<file path="src/rtl/ex_muldiv.sv">
// Iterative radix-2 multiply / restoring-divide unit with a start/busy/done handshake.
// Optional build macro MULDIV_ZERO_SKIP_EN: zero-operand multiplies bypass the iteration loop.
module ex_muldiv #(
  parameter int DATA_WID = 16,
  parameter int CNT_WID  = 5
) (
  input  logic                clk,
  input  logic                rst,
  input  logic                start,
  input  logic [1:0]          op,
  input  logic [DATA_WID-1:0] srcdata_a,
  input  logic [DATA_WID-1:0] srcdata_b,
  input  logic                flush,
  output logic                busy,
  output logic                done,
  output logic [DATA_WID-1:0] result_hi,
  output logic [DATA_WID-1:0] result_lo,
  output logic                div_zero
);

  localparam int W = DATA_WID;

  typedef enum logic [1:0] {IDLE, CALC, FIXUP, DONE} state_t;

  state_t             state;
  logic [CNT_WID-1:0] cnt;
  logic [1:0]         op_q;
  logic [2*W-1:0]     acc;
  logic [W-1:0]       dvsr;
  logic               res_neg;
  logic               rem_neg;

  logic               a_neg, b_neg, b_zero;
  logic [W-1:0]       a_mag, b_mag;
  logic [W:0]         mul_sum, rem_shift, trial;
  logic [2*W-1:0]     calc_next, prod_neg;
  logic [W-1:0]       quo_neg, rem_neg_val, fix_hi, fix_lo;

  // Signed ops iterate on magnitudes; the signs are reapplied in FIXUP.
  always_comb begin
    a_neg  = op[0] & srcdata_a[W-1];
    b_neg  = op[0] & srcdata_b[W-1];
    a_mag  = a_neg ? (~srcdata_a + 1'b1) : srcdata_a;
    b_mag  = b_neg ? (~srcdata_b + 1'b1) : srcdata_b;
    b_zero = (srcdata_b == '0);
  end

  // acc holds {partial product, multiplier} for MUL and {remainder, dividend/quotient} for DIV.
  always_comb begin
    mul_sum   = {1'b0, acc[2*W-1:W]} + {1'b0, dvsr};
    rem_shift = acc[2*W-1:W-1];
    trial     = rem_shift - {1'b0, dvsr};
    calc_next = acc;
    if (op_q[1]) begin
      if (trial[W])
        calc_next = {rem_shift[W-1:0], acc[W-2:0], 1'b0};
      else
        calc_next = {trial[W-1:0], acc[W-2:0], 1'b1};
    end else begin
      if (acc[0])
        calc_next = {mul_sum, acc[W-1:1]};
      else
        calc_next = {1'b0, acc[2*W-1:1]};
    end
  end

  always_comb begin
    prod_neg    = ~acc + 1'b1;
    quo_neg     = ~acc[W-1:0] + 1'b1;
    rem_neg_val = ~acc[2*W-1:W] + 1'b1;
    fix_hi      = acc[2*W-1:W];
    fix_lo      = acc[W-1:0];
    if (op_q[1]) begin
      if (rem_neg) fix_hi = rem_neg_val;
      if (res_neg) fix_lo = quo_neg;
    end else if (res_neg) begin
      fix_hi = prod_neg[2*W-1:W];
      fix_lo = prod_neg[W-1:0];
    end
  end

  // Short paths (divide by zero, zero-skip) enter DONE with done low and spend that first
  // cycle registering their preset result, so results only change once the op cannot be flushed.
  always_ff @(posedge clk or negedge rst) begin
    if (!rst) begin
      state     <= IDLE;
      cnt       <= '0;
      op_q      <= '0;
      acc       <= '0;
      dvsr      <= '0;
      res_neg   <= 1'b0;
      rem_neg   <= 1'b0;
      busy      <= 1'b0;
      done      <= 1'b0;
      div_zero  <= 1'b0;
      result_hi <= '0;
      result_lo <= '0;
    end else begin
      done <= 1'b0;
      if (flush && state != IDLE) begin
        state <= IDLE;
        busy  <= 1'b0;
      end else begin
        case (state)
          IDLE: begin
            if (start && !flush) begin
              op_q     <= op;
              cnt      <= CNT_WID'(DATA_WID - 1);
              busy     <= 1'b1;
              div_zero <= 1'b0;
              res_neg  <= a_neg ^ b_neg;
              rem_neg  <= a_neg;
              if (op[1] && b_zero) begin
                acc   <= {srcdata_a, {W{1'b1}}};
                dvsr  <= '0;
                state <= DONE;
              end
`ifdef MULDIV_ZERO_SKIP_EN
              else if (!op[1] && (srcdata_a == '0 || b_zero)) begin
                acc   <= '0;
                dvsr  <= b_mag;
                state <= DONE;
              end
`endif
              else begin
                dvsr  <= op[1] ? b_mag : a_mag;
                acc   <= {{W{1'b0}}, (op[1] ? a_mag : b_mag)};
                state <= CALC;
              end
            end
          end
          CALC: begin
            acc <= calc_next;
            if (cnt == '0)
              state <= FIXUP;
            else
              cnt <= cnt - 1'b1;
          end
          FIXUP: begin
            result_hi <= fix_hi;
            result_lo <= fix_lo;
            done      <= 1'b1;
            state     <= DONE;
          end
          DONE: begin
            if (!done) begin
              result_hi <= acc[2*W-1:W];
              result_lo <= acc[W-1:0];
              div_zero  <= op_q[1] & (dvsr == '0);
              done      <= 1'b1;
            end else begin
              state <= IDLE;
              busy  <= 1'b0;
            end
          end
          default: state <= IDLE;
        endcase
      end
    end
  end

endmodule

</file>
<file path="config.mk">
export PLATFORM = sky130hd
export DESIGN_NAME = ex_muldiv
export DESIGN_NICKNAME = d
export VERILOG_FILES = /design/src/rtl/ex_muldiv.sv
export SDC_FILE = /design/constraint.sdc
export NUM_CORES = 1
export LEC_CHECK = 0
export CORE_UTILIZATION = 35
export DETAILED_ROUTE_END_ITERATION = 8
export PLACE_DENSITY = 0.64
export SLEW_MARGIN = 10
export SYNTH_ARGS = -nofsm -noshare
export SYNTH_HDL_FRONTEND = slang
export SYNTH_SLANG_ARGS = --single-unit
</file>
<file path="constraint.sdc">
create_clock -name clk -period 3.5 [get_ports clk]
set_input_delay 0.7 -clock clk [delete_from_list [all_inputs] [get_ports clk]]
set_output_delay 0.7 -clock clk [all_outputs]
set_load 0.005 [all_outputs]
</file>
==> impl_metrics.ini <==
[sta]
max_slew_margin = 0.408
setup_viol_count_final = 0
timing.final.crit_share = 0.930
hold_viol = 0
fmax_ghz = 0.307
skew_ps = 12.9
fin_tns_setup_ps = 0
finalWorstSetupSlack_ps = 246
fin_hold_ws_ps = 321
worst_pin_slew_ps = 889
rsz0062_at_grt = false
finalCriticalPeriod_ps = 3250
slew_violations = 0

[place]
dp_hpwl_um = 19300
port_buffers = 72
post_dp_cell_area_um2 = 9180
routabilityCongestion = 0.883
preCtsSetupSlack_ps = 291

[logic_synthesis]
synth_warnings = 0
synth.avg_cell_area_um2 = 7.95
yosys.cell_types.count = 77
ys_seq_area_frac = 0.291
synth.top_cells.by_area = dfrtp_1 29%, a21oi_1 7.6%, ha_1 6.6%
synth_edf_count = 0
synth_flop_cell = dfrtp_1
netlist_area_um2 = 8000
synthCells = 1007
netlist.area_leader.share = 0.291
syn_nets = 1089
async_flop_share = 1.00
ys_ff_latch = 93
yosys.area.top_type = dfrtp_1

[worst_setup_path]
crit_start = acc[15]
setup.worst_path.start_class = flip-flop
critical_path.max_stage_delay_ps = 480
cpMaxStageDelayCell = o211ai_2
endpoint_kind = flip-flop
reg2reg_depth = 13
cp.arrival_ps = 3490
reg2reg_setup_slack_ps = 250
r2r_end = acc[27]
crit_required_ps = 3740
critPathKind = flip-flop to flip-flop
path_common_cell = buf_4
crit_path_cell_trace = inv_1 > ha_1 > fa_1 > nand2b_1 > a21oi_1 > buf_4 > o21a_4 > o21a_2 > o211ai_2 > buf_4 > mux2i_1 > a211oi_1 > a221o_1
regToRegStartpoint = acc[15]
path_max_fanout = 9

[global_route]
antenna_found_initial = 1
grt-ovfl-total = 0
grt_pass1_vias = 7214
grt_max_degree = 62
grt_pass1_wl_um = 39600
track_usage = 0.215

[routing]
vias = 7761
ant_nets = 0
first_iter_violations = 663
wl_per_cell_um = 18.3
wl_um = 24800
first_pass_iters = 5
drc = 0
vias_per_cell = 5.71

[final_layout]
area_delta_synth_final_pct = 18.5
nNetsFinal = 1156
nFillCells = 2180
drive_above_1_share = 0.0871
seq_area_um2 = 2330
antenna_cells = 0
final_common_cell = a21oi_1
final_design_area_no_fill_um2 = 9480
most-common-layout-cells = 121 x a21oi_1, 112 x nor2_1, 93 x nand2_1, 92 x dfrtp_1, 70 x clkdlybuf4s50_1
multi_input_area_um2 = 5290

[cts]
clock_sinks = 93
clock_latency_ps = 350
cts_buffers = 9
cts_hold_buffers = 0
cts.htree.levels = 3
cts_tree = built
cts_resized = 0
path_clk_slew_ps = 80
cts-root-buf = clkbuf_16
clockBufferDepth = 2
post-cts-setup-buffers = 0

[floorplan]
design.die.area_um2 = 23500
die_w_um = 153
core_area_um2 = 22100
rows = 54
ioPinCount = 73
start_util = 0.362
fp.dieH_um = 153

[power]
p_per_area_nw_per_um2 = 1040
total_leakage_power_nw = 4.08
power_w = 0.00983
irDropWorstVdd_v = 0.000324

[run]
drv_cap = 0

[worst_hold_path]
min_path_type = input pin to asynchronous set/reset pin

[run_status]
run_status = finished clean
==> sequential cells by signal, summed over array words and instances (netlist names) <==
name,flops
state,2
div_zero,1
dvsr,16
result_hi,16
rem_neg,1
result_lo,16
done,1
acc,32
res_neg,1
cnt,5
op_q,1
busy,1
==> stage by stage <==
step / instances / utilization
finish: 1359 / 0.429
global route: 1359 / 0.429
CTS: 1359 / 0.429
detailed placement: 1343 / 0.415
global placement: 1343 / 0.415
floorplan: 1007 / -
==> final cells by class <==
type / count / share of cell area
sequential: 93 / 0.246
timing repair buffer: 113 / 0.110
clock buffer: 10 / 0.0241
multi-input combinational: 814 / 0.558
clock inverter: 6 / 0.00818
inverter: 43 / 0.0170
tap: 280 / 0.0369
==> cells in the mapped netlist, types with 4 or more instances <==
| cell | n |
|---|---|
| o31ai_1 | 11 |
| nand2_1 | 93 |
| nor4_1 | 8 |
| nor3_1 | 23 |
| clkbuf_1 | 45 |
| a211oi_1 | 18 |
| a221o_1 | 8 |
| nor2_1 | 112 |
| xor2_1 | 36 |
| o41ai_1 | 7 |
| or3_1 | 4 |
| a21o_1 | 16 |
| ha_1 | 42 |
| xnor2_1 | 39 |
| a31oi_1 | 11 |
| nor2b_1 | 11 |
| and2_1 | 6 |
| mux2i_1 | 32 |
| a221oi_1 | 10 |
| nand3_1 | 19 |
| inv_1 | 43 |
| o21ai_1 | 6 |
| o211ai_1 | 9 |
| buf_1 | 5 |
| and3_1 | 10 |
| mux2_2 | 8 |
| dfrtp_1 | 93 |
| a22o_1 | 5 |
| o22ai_1 | 5 |
| o21ai_0 | 63 |
| nand2b_1 | 14 |
| buf_2 | 5 |
| a21oi_1 | 121 |
==> critical path, delay by kind of cell (launching register included) <==
family | cells | cell delay, ps
buffers and inverters | 3 | 520
adder cells (fa/ha/maj) | 2 | 410
AO/OA/AOI/OAI | 6 | 1390
AND/OR/NAND/NOR | 1 | 150
multiplexers | 1 | 200
flip-flops | 1 | 450
==> routing by layer <==
layer  global-route usage  share of wire  vias to the layer above
met5                    0              0                        -
met2                0.352           0.46                      250
met3               0.0326          0.063                       22
li1                     -              -                     3775
met4               0.0467          0.012                        0
met1                0.297           0.46                     3714
==> power breakdown <==
part / switching (W) / total [W] / internal [W]
clock: 0.000480 / 0.00105 / 0.000571
combinational: 0.00366 / 0.00656 / 0.00291
sequential: 0.000622 / 0.00221 / 0.00159
==> worst max path at each step <==
| stage | end |
|---|---|
| floorplan | acc[26] |
| global placement | acc[9] |
| detailed placement | acc[29] |
| CTS | acc[19] |
| global route | acc[19] |
| finish | acc[27] |
==> cells by family after synthesis <==
logic type	Yosys count	share of synthesized area
multiplexers	40	0.0513
AND/OR/NAND/NOR	325	0.193
XOR/XNOR	75	0.0821
AO/OA/AOI/OAI	330	0.263
adder cells (fa/ha/maj)	44	0.0707
buffers and inverters	100	0.0496
flip-flops	93	0.291
(Power assumes the default switching activity.)
